--- src/rtl/mem_ctrl_pkg.sv ---
// Shared definitions for the memory controller: FSM state encodings,
// access-size codes, the IO address prefix and the latched request record.
package mem_ctrl_pkg;

    localparam logic        TRUE   = 1'b1;
    localparam logic        FALSE  = 1'b0;
    localparam logic [31:0] ZERO32 = 32'h0000_0000;

    // addr[17:16] value that selects the hci IO window
    localparam logic [1:0] IO_PREFIX = 2'b11;

    localparam logic [1:0] SIZE_B = 2'b00;
    localparam logic [1:0] SIZE_H = 2'b01;
    localparam logic [1:0] SIZE_W = 2'b10;

    typedef enum logic [1:0] {
        STATE_IDLE  = 2'd0,
        STATE_READ  = 2'd1,
        STATE_WRITE = 2'd2,
        STATE_DONE  = 2'd3
    } state_e;

    typedef enum logic {
        OWN_IF  = 1'b0,
        OWN_LSB = 1'b1
    } owner_e;

    // Request captured at grant; the requester's inputs are not looked at again.
    typedef struct packed {
        owner_e          owner;
        logic [2:0]      len;    // byte count 1/2/4
        logic [3:0][7:0] data;   // store data, byte lane k goes out in byte cycle k
    } req_t;

    // Size code to byte count; the illegal code 11 behaves as a word.
    function automatic logic [2:0] size_len(input logic [1:0] size);
        case (size)
            SIZE_B:  return 3'd1;
            SIZE_H:  return 3'd2;
            default: return 3'd4;
        endcase
    endfunction

endpackage

--- src/rtl/mem_ctrl_if.sv ---
// Requester-side bundle of the memory controller: the IF fetch channel and
// the LSB load/store channel.
//   master : driven by IF/LSB (valid, address, size, store data)
//   slave  : the memory controller (returns data word and done pulse)
interface mem_ctrl_if #(
    parameter int ADDR_W = 32
);
    logic              IF_valid_in;
    logic [ADDR_W-1:0] IF_addr_in;
    logic [31:0]       IF_data_out;
    logic              IF_done_out;

    logic              LSB_valid_in;
    logic              LSB_wr_in;
    logic [1:0]        LSB_size_in;
    logic [ADDR_W-1:0] LSB_addr_in;
    logic [31:0]       LSB_data_in;
    logic [31:0]       LSB_data_out;
    logic              LSB_done_out;

    modport master (
        output IF_valid_in, IF_addr_in,
        output LSB_valid_in, LSB_wr_in, LSB_size_in, LSB_addr_in, LSB_data_in,
        input  IF_data_out, IF_done_out, LSB_data_out, LSB_done_out
    );

    modport slave (
        input  IF_valid_in, IF_addr_in,
        input  LSB_valid_in, LSB_wr_in, LSB_size_in, LSB_addr_in, LSB_data_in,
        output IF_data_out, IF_done_out, LSB_data_out, LSB_done_out
    );
endinterface

--- src/rtl/mem_ctrl.sv ---
// Memory controller: single owner of the byte-wide RAM/IO port.
// Arbitrates IF fetches (4 bytes) and LSB loads/stores (1/2/4 bytes),
// serialises each into byte cycles and returns a little-endian,
// zero-extended word with a one-cycle done pulse.
// Ports:
//   clk, rst         clock, synchronous active-high reset
//   rdy              global enable, low freezes the controller
//   jump_wrong       misprediction flush (aborts reads, stores complete)
//   io_buffer_full   hci output full, stalls IO-window store bytes
//   mem_din/mem_dout RAM read/write byte
//   mem_a, mem_wr    RAM byte address and write strobe
//   bus              requester channels (mem_ctrl_if.slave)
module mem_ctrl #(
    parameter int         ADDR_W    = 32,
    parameter logic [1:0] IO_PREFIX = mem_ctrl_pkg::IO_PREFIX
) (
    input  logic              clk,
    input  logic              rst,
    input  logic              rdy,
    input  logic              jump_wrong,
    input  logic              io_buffer_full,
    input  logic [7:0]        mem_din,
    output logic [7:0]        mem_dout,
    output logic [ADDR_W-1:0] mem_a,
    output logic              mem_wr,
    mem_ctrl_if.slave         bus
);
    import mem_ctrl_pkg::*;

    state_e          state_q, state_d;
    owner_e          last_grant;
    req_t            req_q;
    logic [2:0]      cnt_q;       // index of the byte currently on mem_a
    logic [3:0][7:0] buf_q;       // read assembly buffer
    logic [31:0]     if_data_q, lsb_data_q;
    logic            grant, grant_if;
    logic            stall;
    logic [1:0]      lane;
    logic [7:0]      din_eff;
    logic [3:0][7:0] asm_word;

    // The RAM keeps answering while the core is frozen, so the byte that was
    // in flight when rdy fell shows up during the first frozen cycle. Capture
    // it there and use it in place of mem_din on the resume cycle. These two
    // follow the RAM port, not the core, and so run regardless of rdy.
    logic       rdy_q;
    logic [7:0] din_hold;

    always_ff @(posedge clk) begin
        if (rst) begin
            rdy_q    <= TRUE;
            din_hold <= 8'h00;
        end else begin
            rdy_q <= rdy;
            if (rdy_q && !rdy) din_hold <= mem_din;
        end
    end

    assign din_eff = rdy_q ? mem_din : din_hold;
    assign lane    = cnt_q[1:0] - 2'd1;   // lane of the byte arriving this cycle
    assign stall   = io_buffer_full && (mem_a[17:16] == IO_PREFIX);

    always_comb begin
        asm_word       = buf_q;
        asm_word[lane] = din_eff;
    end

    // next state and arbitration
    always_comb begin
        state_d  = state_q;
        grant    = FALSE;
        grant_if = FALSE;
        case (state_q)
            STATE_IDLE: begin
                if (!jump_wrong) begin
                    // on a tie, serve whoever did not win last time
                    if (bus.IF_valid_in && bus.LSB_valid_in)
                        grant_if = (last_grant == OWN_LSB);
                    else
                        grant_if = bus.IF_valid_in;
                    grant = bus.IF_valid_in || bus.LSB_valid_in;
                    if (grant)
                        state_d = (!grant_if && bus.LSB_wr_in) ? STATE_WRITE : STATE_READ;
                end
            end
            STATE_READ: begin
                if (jump_wrong)             state_d = STATE_IDLE;
                else if (cnt_q == req_q.len) state_d = STATE_DONE;
            end
            STATE_WRITE: begin
                if (!stall && cnt_q == req_q.len - 3'd1) state_d = STATE_DONE;
            end
            default: state_d = STATE_IDLE;
        endcase
    end

    always_ff @(posedge clk) begin
        if (rst) begin
            state_q    <= STATE_IDLE;
            last_grant <= OWN_LSB;
            req_q      <= '0;
            cnt_q      <= 3'd0;
            buf_q      <= '0;
            mem_a      <= '0;
            mem_dout   <= 8'h00;
            if_data_q  <= ZERO32;
            lsb_data_q <= ZERO32;
        end else if (rdy) begin
            state_q <= state_d;
            case (state_q)
                STATE_IDLE: begin
                    if (grant) begin
                        last_grant <= grant_if ? OWN_IF : OWN_LSB;
                        cnt_q      <= 3'd0;
                        buf_q      <= '0;
                        if (grant_if) begin
                            req_q    <= '{owner: OWN_IF, len: 3'd4, data: ZERO32};
                            mem_a    <= bus.IF_addr_in;
                            mem_dout <= 8'h00;
                        end else begin
                            req_q    <= '{owner: OWN_LSB, len: size_len(bus.LSB_size_in),
                                          data: bus.LSB_data_in};
                            mem_a    <= bus.LSB_addr_in;
                            mem_dout <= bus.LSB_data_in[7:0];
                        end
                    end
                end
                STATE_READ: begin
                    // byte cycles 0..len-1 issue addresses; cycles 1..len collect
                    if (!jump_wrong) begin
                        if (cnt_q != 3'd0) buf_q <= asm_word;
                        if (cnt_q == req_q.len) begin
                            if (req_q.owner == OWN_IF) if_data_q  <= asm_word;
                            else                       lsb_data_q <= asm_word;
                        end else begin
                            cnt_q <= cnt_q + 3'd1;
                            if (cnt_q + 3'd1 < req_q.len) mem_a <= mem_a + ADDR_W'(1);
                        end
                    end
                end
                STATE_WRITE: begin
                    // a stalled IO byte is simply presented again next cycle
                    if (!stall && cnt_q != req_q.len - 3'd1) begin
                        cnt_q    <= cnt_q + 3'd1;
                        mem_a    <= mem_a + ADDR_W'(1);
                        mem_dout <= req_q.data[cnt_q[1:0] + 2'd1];
                    end
                end
                default: ;
            endcase
        end
    end

    assign mem_wr           = rdy && (state_q == STATE_WRITE) && !stall;
    assign bus.IF_done_out  = rdy && (state_q == STATE_DONE) && (req_q.owner == OWN_IF);
    assign bus.LSB_done_out = rdy && (state_q == STATE_DONE) && (req_q.owner == OWN_LSB);
    assign bus.IF_data_out  = if_data_q;
    assign bus.LSB_data_out = lsb_data_q;

endmodule
--- src/flat_wrapper.sv ---
// flat-port wrapper written by rule: the top's interface ports become plain ports
module mem_ctrl_flat import mem_ctrl_pkg::*;
#(
    parameter int         ADDR_W    = 32,
    parameter logic [1:0] IO_PREFIX = mem_ctrl_pkg::IO_PREFIX
)
  (clk, rst, rdy, jump_wrong, io_buffer_full, mem_din, mem_dout, mem_a, mem_wr, bus_IF_valid_in, bus_IF_addr_in, bus_LSB_valid_in, bus_LSB_wr_in, bus_LSB_size_in, bus_LSB_addr_in, bus_LSB_data_in, bus_IF_data_out, bus_IF_done_out, bus_LSB_data_out, bus_LSB_done_out);
  mem_ctrl_if #(.ADDR_W(ADDR_W)) bus_i ();
  input  logic clk;
  input  logic rst;
  input  logic rdy;
  input  logic jump_wrong;
  input  logic io_buffer_full;
  input  logic [7:0] mem_din;
  output logic [7:0] mem_dout;
  output logic [ADDR_W-1:0] mem_a;
  output logic mem_wr;
  input wire logic [$bits(bus_i.IF_valid_in)-1:0] bus_IF_valid_in;
  input wire logic [$bits(bus_i.IF_addr_in)-1:0] bus_IF_addr_in;
  input wire logic [$bits(bus_i.LSB_valid_in)-1:0] bus_LSB_valid_in;
  input wire logic [$bits(bus_i.LSB_wr_in)-1:0] bus_LSB_wr_in;
  input wire logic [$bits(bus_i.LSB_size_in)-1:0] bus_LSB_size_in;
  input wire logic [$bits(bus_i.LSB_addr_in)-1:0] bus_LSB_addr_in;
  input wire logic [$bits(bus_i.LSB_data_in)-1:0] bus_LSB_data_in;
  output wire logic [$bits(bus_i.IF_data_out)-1:0] bus_IF_data_out;
  output wire logic [$bits(bus_i.IF_done_out)-1:0] bus_IF_done_out;
  output wire logic [$bits(bus_i.LSB_data_out)-1:0] bus_LSB_data_out;
  output wire logic [$bits(bus_i.LSB_done_out)-1:0] bus_LSB_done_out;
  assign bus_i.IF_valid_in = bus_IF_valid_in;
  assign bus_i.IF_addr_in = bus_IF_addr_in;
  assign bus_i.LSB_valid_in = bus_LSB_valid_in;
  assign bus_i.LSB_wr_in = bus_LSB_wr_in;
  assign bus_i.LSB_size_in = bus_LSB_size_in;
  assign bus_i.LSB_addr_in = bus_LSB_addr_in;
  assign bus_i.LSB_data_in = bus_LSB_data_in;
  assign bus_IF_data_out = bus_i.IF_data_out;
  assign bus_IF_done_out = bus_i.IF_done_out;
  assign bus_LSB_data_out = bus_i.LSB_data_out;
  assign bus_LSB_done_out = bus_i.LSB_done_out;
  mem_ctrl #(.ADDR_W(ADDR_W), .IO_PREFIX(IO_PREFIX)) u_core (.clk(clk), .rst(rst), .rdy(rdy), .jump_wrong(jump_wrong), .io_buffer_full(io_buffer_full), .mem_din(mem_din), .mem_dout(mem_dout), .mem_a(mem_a), .mem_wr(mem_wr), .bus(bus_i));
endmodule
--- config.mk ---
export PLATFORM = sky130hd
export DESIGN_NAME = mem_ctrl_flat
export DESIGN_NICKNAME = d
export VERILOG_FILES = /design/src/rtl/mem_ctrl_pkg.sv /design/src/rtl/mem_ctrl_if.sv /design/src/rtl/mem_ctrl.sv /design/src/flat_wrapper.sv
export SDC_FILE = /design/constraint.sdc
export NUM_CORES = 1
export LEC_CHECK = 0
export BUFFER_PORTS_ARGS = -buffer_cell sky130_fd_sc_hd__buf_2
export CAP_MARGIN = 30
export CORE_UTILIZATION = 54
export DETAILED_ROUTE_END_ITERATION = 6
export PLACE_DENSITY = 0.85
export SLEW_MARGIN = 25
export SYNTH_ARGS = -nofsm -noshare
export SYNTH_HDL_FRONTEND = slang
export SYNTH_SLANG_ARGS = --single-unit
--- constraint.sdc ---
create_clock -name clk -period 3.6 [get_ports clk]
set_clock_uncertainty 0.1 [all_clocks]
set_input_delay 0.18 -clock clk [delete_from_list [all_inputs] [get_ports clk]]
set_output_delay 0.18 -clock clk [all_outputs]
set_load 0.005 [all_outputs]
# After elaboration in Yosys (flattened, before gate mapping)
# Index checks and enable logic that the tools add are counted.
[word_totals] reg_bits=187 latchBits=0 ram_bits=0 mem_bits_ro=0 inputBits=114 out_inout_bits=107 word_cells=121 n_memories=0
[op_classes] addsub=5 n_mul=0 div=0 n_lt_le_gt_ge=4 n_eq_ne=18 shift=0 mux=43 bitwise_logic=2 n_reduce_logical=30
[ops] operator="$mux W32" count=9
[ops] operator="$pmux W32 S3" count=1
[ops] operator="$pmux W32 S2" count=1
[ops] operator="$mux W8" count=6
[ops] operator="$mux W36" count=1
[ops] operator="$add A32 B1 Y32 const B" count=1
[ops] operator="$bwmux W32" count=1
[ops] operator="$reduce_and A5 Y1" count=4
[ops] operator="$bmux W8 S2" count=1
[ops] operator="$demux W8 S2" count=1
[ops] operator="$pmux W8 S2" count=1
[ops] operator="$logic_and A1 B1 Y1" count=12
[ops] operator="$mux W2" count=6
[ops] operator="$mux W3" count=4
[ops] operator="$ne A2 B1 Y1 const B" count=6
[ops] operator="$pmux W3 S3" count=1
[ops] operator="$mux W1" count=8
[ops] operator="$reduce_and A7 Y1" count=1
[ops] operator="$eq A2 B2 Y1 const B" count=3
[ops] operator="$eq A3 B3 Y1" count=2
[ops] operator="$lt A2 B3 Y1 const B" count=2
[ops] operator="$ne A2 B2 Y1 const B" count=3
[ops] operator="$pmux W2 S3" count=1
[ops] operator="$pmux W3 S2" count=1
[ops] operator="18 further kinds" count=25

# Depth between registers and ports, before layout
[logic_depth] word_depth=10 mapped_depth=12 depth_no_buf=7

# Worst setup path after synthesis
# No wires, ideal clock.
[synth_timing] path_type="register -> register" startpoint="reg u_core.cnt_q[0]" endpoint="reg u_core.mem_a[29]" setup_ps=117 arrival_ps=2505 required_ps=3383 setup_slack_ps=878 path_stages_with_launch=10 n_path_buf=2 path_cell_list="dfxtp_1 -> clkbuf_1 -> inv_1 -> ha_1 -> ha_1 -> a21oi_1 -> o21a_1 -> clkbuf_1 -> nand3_1 -> a32o_1"
[synth_between] elab_chain_cells=4 word_cells_on_any_way=9 classes_between="add/sub: 1; order compare: 1; eq/ne: 5; reduce/logical: 2"
[synth_lines] element="from (decl)" line="mem_ctrl.sv:33" source="logic [2:0] cnt_q;"
[synth_lines] element="from (signal assigned)" line="mem_ctrl.sv:136" source="cnt_q <= cnt_q + 3'd1;"
[synth_lines] element="from (signal assigned)" line="mem_ctrl.sv:144" source="cnt_q <= cnt_q + 3'd1;"
[synth_lines] element="$add A3 B1 Y3 / $ne A3 B3 Y1 (equally long branches)" line="mem_ctrl.sv:137, mem_ctrl.sv:143"
[synth_lines] element="$lt A3 B3 Y1 / $logic_and A1 B1 Y1 (equally long branches)" line="mem_ctrl.sv:137, mem_ctrl.sv:143"
[synth_lines] element="$ne A2 B1 Y1 (no source line)"
[synth_lines] element="$reduce_and A7 Y1 (no source line) *"
[synth_lines] element="to (signal assigned)" line="mem_ctrl.sv:123" source="mem_a <= bus.LSB_addr_in;"
[synth_lines] element="to (signal assigned)" line="mem_ctrl.sv:137" source="if (cnt_q + 3'd1 < req_q.len) mem_a <= mem_a + ADDR_W'(1);"
[synth_lines] element="to (signal assigned)" line="mem_ctrl.sv:145" source="mem_a <= mem_a + ADDR_W'(1);"
[synth_lines] element="to (decl)" line="mem_ctrl.sv:24" source="output logic [ADDR_W-1:0] mem_a,"
# Mark *: on every way between the ends. The rest lies on a longest branch, timed or not.
# A chain may end at the register's enable or synchronous reset.

# Final worst setup path
[layout_timing] startpoint="reg u_core.state_q[0]" endpoint="reg u_core.mem_a[8]"
[layout_between] elab_chain_cells=5 word_cells_on_any_way=15 classes_between="eq/ne: 7; mux: 5; reduce/logical: 3"
[layout_lines] element="from (decl)" line="mem_ctrl.sv:30" source="state_e state_q, state_d;"
[layout_lines] element="from (signal assigned)" line="mem_ctrl.sv:109" source="state_q <= state_d;"
[layout_lines] element="$logic_not A2 Y1" line="mem_ctrl.sv:73, mem_ctrl.sv:110"
[layout_lines] element="$mux W1" line="mem_ctrl.sv:73" source="case (state_q)"
[layout_lines] element="$mux W32" line="mem_ctrl.sv:116" source="if (grant_if) begin"
[layout_lines] element="$mux W32" line="mem_ctrl.sv:112" source="if (grant) begin"
[layout_lines] element="$pmux W32 S3" line="mem_ctrl.sv:110" source="case (state_q)"
[layout_lines] element="to (signal assigned)" line="mem_ctrl.sv:118" source="mem_a <= bus.IF_addr_in;"
[layout_lines] element="to (signal assigned)" line="mem_ctrl.sv:123"
[layout_lines] element="to (signal assigned)" line="mem_ctrl.sv:137"
# Parallel ways exist; a longest one is shown, timed or not. The select of a mux whose other input is x is not followed.

==> flow_results.xml <==
<?xml version="1.0" encoding="UTF-8"?>
<metrics>
  <group name="outcome">
    <metric name="status" unit="">finished clean</metric>
  </group>
  <group name="logic_synthesis">
    <metric name="syn-cell-area" unit="mm^2">0.00938</metric>
    <metric name="synth_flop_cell" unit="">sky130_fd_sc_hd__dfxtp_1</metric>
    <metric name="asyncSetResetFlopFracSynth" unit="">0</metric>
    <metric name="count_of_flip_flops_with_a_built_in_enable_after_synthesis" unit="">0</metric>
    <metric name="postSynthCellCount" unit="">1157</metric>
    <metric name="total_number_of_yosys_warnings" unit="">0</metric>
    <metric name="synth-seq-cells" unit="">187</metric>
    <metric name="synth_nets" unit="">1286</metric>
    <metric name="synth_top_area_frac" unit="">0.399</metric>
    <metric name="syn_avg_cell_area" unit="um^2">8.11</metric>
    <metric name="netlist-cell-type-count" unit="">68</metric>
    <metric name="synth.area.top_cells" unit="">sky130_fd_sc_hd__dfxtp_1 (40%), sky130_fd_sc_hd__a21oi_1 (8.3%), sky130_fd_sc_hd__nand2_1 (8.0%)</metric>
    <metric name="most_area_hungry_cell_type_in_the_yosys_netlist" unit="">sky130_fd_sc_hd__dfxtp_1</metric>
    <metric name="seq_area_frac_synth" unit="">0.399</metric>
  </group>
  <group name="worst_setup_path">
    <metric name="regToRegEndpoint" unit="">u_core.mem_a[8]$_SDFFE_PP0P_</metric>
    <metric name="worst_setup_path_endpoint" unit="">u_core.mem_a[8]$_SDFFE_PP0P_</metric>
    <metric name="reg2reg_depth" unit="">8</metric>
    <metric name="timing.rr.start" unit="">u_core.state_q[0]$_SDFFE_PP0P_</metric>
    <metric name="worstPathMaxFanout" unit="">23</metric>
    <metric name="reg2reg_setup_slack" unit="ns">0.58</metric>
    <metric name="setup.worst_path.start_class" unit="">flop</metric>
    <metric name="cp-startpoint" unit="">u_core.state_q[0]$_SDFFE_PP0P_</metric>
    <metric name="worstSetupPathType" unit="">flop to flop</metric>
    <metric name="crit_required" unit="ns">3.82</metric>
    <metric name="cp-end-kind" unit="">flop</metric>
    <metric name="cp_data_arrival_time" unit="ns">3.24</metric>
  </group>
  <group name="final_layout">
    <metric name="finish.cell_count_without_fillers" unit="">1589</metric>
    <metric name="n_fill_cell" unit="">1367</metric>
    <metric name="final_core_util" unit="">0.689</metric>
    <metric name="layout_commonest_cell" unit="">sky130_fd_sc_hd__buf_2</metric>
    <metric name="n_antenna_cell" unit="">0</metric>
    <metric name="finalInstanceArea" unit="mm^2">0.0115</metric>
    <metric name="areaGrowthSynthToFinish" unit="%">23.0</metric>
    <metric name="layout_common_cells" unit="">sky130_fd_sc_hd__buf_2 (219), sky130_fd_sc_hd__nand2_1 (201), sky130_fd_sc_hd__dfxtp_1 (187)</metric>
    <metric name="drive_gt1_frac" unit="">0.230</metric>
    <metric name="final_net_count" unit="">1485</metric>
  </group>
  <group name="sta">
    <metric name="setup_tns" unit="ns">0</metric>
    <metric name="finalHoldViolations" unit="">0</metric>
    <metric name="max_slew_margin" unit="">0.388</metric>
    <metric name="maxClockFrequency" unit="GHz">0.332</metric>
    <metric name="finalWorstPathRequiredPeriod" unit="ns">3.02</metric>
    <metric name="setup_violations" unit="">0</metric>
    <metric name="grt_setup_unrepaired" unit="">false</metric>
    <metric name="drv_slew" unit="">0</metric>
    <metric name="min_period_over_period" unit="">0.838</metric>
    <metric name="tightestPinTransition" unit="ns">0.915</metric>
  </group>
  <group name="die">
    <metric name="io_pins" unit="">221</metric>
    <metric name="placement_rows" unit="">47</metric>
    <metric name="starting_density" unit="">0.560</metric>
    <metric name="dieArea" unit="mm^2">0.0179</metric>
    <metric name="die_h" unit="um">134</metric>
    <metric name="horizontal_die_dimension" unit="um">134</metric>
    <metric name="core_footprint" unit="mm^2">0.0168</metric>
  </group>
  <group name="drt">
    <metric name="met3_routed_length" unit="mm">2.41</metric>
    <metric name="detail_route.vias_per_cell" unit="">6.11</metric>
    <metric name="post-route-drc-count" unit="">0</metric>
    <metric name="route.layer.met1.wl" unit="mm">11.6</metric>
    <metric name="drt_iter0_drc" unit="">1243</metric>
    <metric name="maxUsedRoutingLayer" unit="">met5</metric>
    <metric name="route.antenna.remaining_nets" unit="">0</metric>
    <metric name="drt_first_pass_iters" unit="">5</metric>
    <metric name="detail_route.wirelength" unit="mm">28.7</metric>
    <metric name="route.detailed.wl_per_inst" unit="um">18.1</metric>
    <metric name="route.vias.total" unit="">9713</metric>
    <metric name="met2_wirelength" unit="mm">14.0</metric>
  </group>
  <group name="flow_run">
    <metric name="max_cap_violations" unit="">0</metric>
  </group>
  <group name="clocking">
    <metric name="postCtsSetupRepairBufs" unit="">0</metric>
    <metric name="cts_resized" unit="">0</metric>
    <metric name="cts_inserted_buffers" unit="">17</metric>
    <metric name="clk_pin_slew" unit="ns">0.07</metric>
    <metric name="clock_sinks" unit="">187</metric>
    <metric name="clock_latency" unit="ns">0.44</metric>
    <metric name="ctsHtreeMaxLevel" unit="">4</metric>
    <metric name="maximum_clock_path_buffer_count" unit="">2</metric>
    <metric name="cts_tree" unit="">built</metric>
    <metric name="cts-root-buf" unit="">sky130_fd_sc_hd__clkbuf_16</metric>
  </group>
  <group name="placed_design">
    <metric name="place.gp.congestion" unit="">0.895</metric>
    <metric name="buffer_ports.inserted" unit="">220</metric>
    <metric name="dpl.hpwl" unit="mm">18.7</metric>
    <metric name="place.detailed.instances" unit="">1514</metric>
    <metric name="placement.cell_area" unit="mm^2">0.0105</metric>
  </group>
  <group name="global_route">
    <metric name="grt_pass1_wl" unit="mm">45.5</metric>
    <metric name="first_global_vias" unit="">8884</metric>
    <metric name="grt_overflow_total" unit="">0</metric>
    <metric name="gr-usage-all-layers" unit="">0.316</metric>
    <metric name="grt_max_degree" unit="">189</metric>
    <metric name="grt_antenna_before_repair" unit="">1</metric>
  </group>
  <group name="power">
    <metric name="leakage_power_figure" unit="nW">4.63</metric>
    <metric name="ir_worst_vdd" unit="V">0.000364</metric>
    <metric name="power.total" unit="mW">5.03</metric>
    <metric name="power_density_cells" unit="mW/mm^2">436</metric>
  </group>
  <group name="min_path">
    <metric name="min-delay-start" unit="">bus_LSB_size_in[1]</metric>
    <metric name="worst_hold_path_type" unit="">primary input to flop</metric>
  </group>
</metrics>
[registers in the layout, summed over array words and instances, names as in the netlist]
register,cells
u_core.mem_a,32
u_core.state_q,2
u_core.rdy_q,1
u_core.req_q,36
u_core.bus.IF_data_out,32
u_core.buf_q,32
u_core.last_grant,1
u_core.din_hold,8
u_core.mem_dout,8
u_core.bus.LSB_data_out,32
u_core.cnt_q,3
[stage by stage]
step                hold WS (ns)  setup slack, ns
floorplan                  0.227            0.878
global placement           0.337            0.744
detailed placement         0.342            0.637
CTS                       0.0654            0.621
global route              0.0898            0.449
finish                    0.0812            0.584
[worst min-delay path by stage]
stage | to | slack [ns] | cells after the start
2_1_floorplan | u_core.req_q[0]$_SDFFE_PP0P_ | 0.23 | 2
3_3_place_gp | u_core.req_q[6]$_SDFFE_PP0P_ | 0.34 | 2
3_5_place_dp | u_core.req_q[24]$_SDFFE_PP0P_ | 0.34 | 3
4_1_cts | u_core.req_q[34]$_SDFFE_PP0P_ | 0.07 | 3
5_1_grt | u_core.req_q[34]$_SDFFE_PP0P_ | 0.09 | 3
6_report | u_core.req_q[34]$_SDFFE_PP0P_ | 0.08 | 3
[timing repair]
| action | 4_1_cts | 5_1_grt |
|---|---|---|
| endpoints found under the hold margin | 50 | 0 |
| setup endpoints to repair | 0 | 0 |
| hold buffers | 42 | 0 |
[logic make-up (layout without fill, tap and decap cells)]
kind of cell / after synthesis / count (layout) / synth area share
simple gates: 452 / 452 / 0.220
compound gates: 313 / 313 / 0.222
flops: 187 / 187 / 0.399
buf+inv: 124 / 336 / 0.0547
mux: 61 / 61 / 0.0784
fa+ha+maj: 15 / 15 / 0.0200
xor+xnor: 5 / 5 / 0.00640
[synthesized netlist by cell type, types with 8 or more instances]
cell type	n
sky130_fd_sc_hd__o21ai_0	18
sky130_fd_sc_hd__nand2b_1	12
sky130_fd_sc_hd__mux2_2	20
sky130_fd_sc_hd__buf_1	8
sky130_fd_sc_hd__clkbuf_1	74
sky130_fd_sc_hd__a311oi_1	11
sky130_fd_sc_hd__nor2b_1	9
sky130_fd_sc_hd__nand2_1	201
sky130_fd_sc_hd__mux4_2	8
sky130_fd_sc_hd__inv_1	21
sky130_fd_sc_hd__o31ai_1	22
sky130_fd_sc_hd__nand3b_1	8
sky130_fd_sc_hd__mux2i_1	33
sky130_fd_sc_hd__nor2_1	92
sky130_fd_sc_hd__a21oi_1	156
sky130_fd_sc_hd__nand4_1	15
sky130_fd_sc_hd__a32oi_1	32
sky130_fd_sc_hd__nor3_1	8
sky130_fd_sc_hd__dfxtp_1	187
sky130_fd_sc_hd__ha_1	15
sky130_fd_sc_hd__nand3_1	60
sky130_fd_sc_hd__and3_1	8
sky130_fd_sc_hd__buf_2	17
[critical path, stage by stage, from the launching register on]
cell,delay [ns]
sky130_fd_sc_hd__dfxtp_1,0.36
sky130_fd_sc_hd__inv_1,0.11
sky130_fd_sc_hd__ha_1,0.63
sky130_fd_sc_hd__nand2_1,0.14
sky130_fd_sc_hd__o31ai_2,0.40
sky130_fd_sc_hd__a2111o_1,0.57
sky130_fd_sc_hd__nor2_1,0.11
sky130_fd_sc_hd__buf_4,0.22
sky130_fd_sc_hd__a32o_1,0.26
[per-layer routing]
metal,global-route usage,vias to the layer above
met1,0.407,4544
li1,-,4572
met3,0.0571,62
met4,0.107,2
met2,0.531,533
met5,0,-
[where the power goes]
group | internal [mW] | switching [mW]
Combinational | 0.335 | 0.500
Clock | 1.14 | 0.840
Sequential | 2.14 | 0.0790
Total | 3.62 | 1.42
[final cells by class]
class | instances | area, um^2 | share of cell area
clock buffer | 21 | 460 | 0.0399
timing repair buffer | 283 | 1690 | 0.147
clock inverter | 11 | 158 | 0.0137
tap | 220 | 275 | 0.0238
inverter | 21 | 78.8 | 0.00683
sequential | 187 | 3740 | 0.324
multi-input combinational | 846 | 5130 | 0.445
Note: power is estimated with default switching activity, not from simulation.
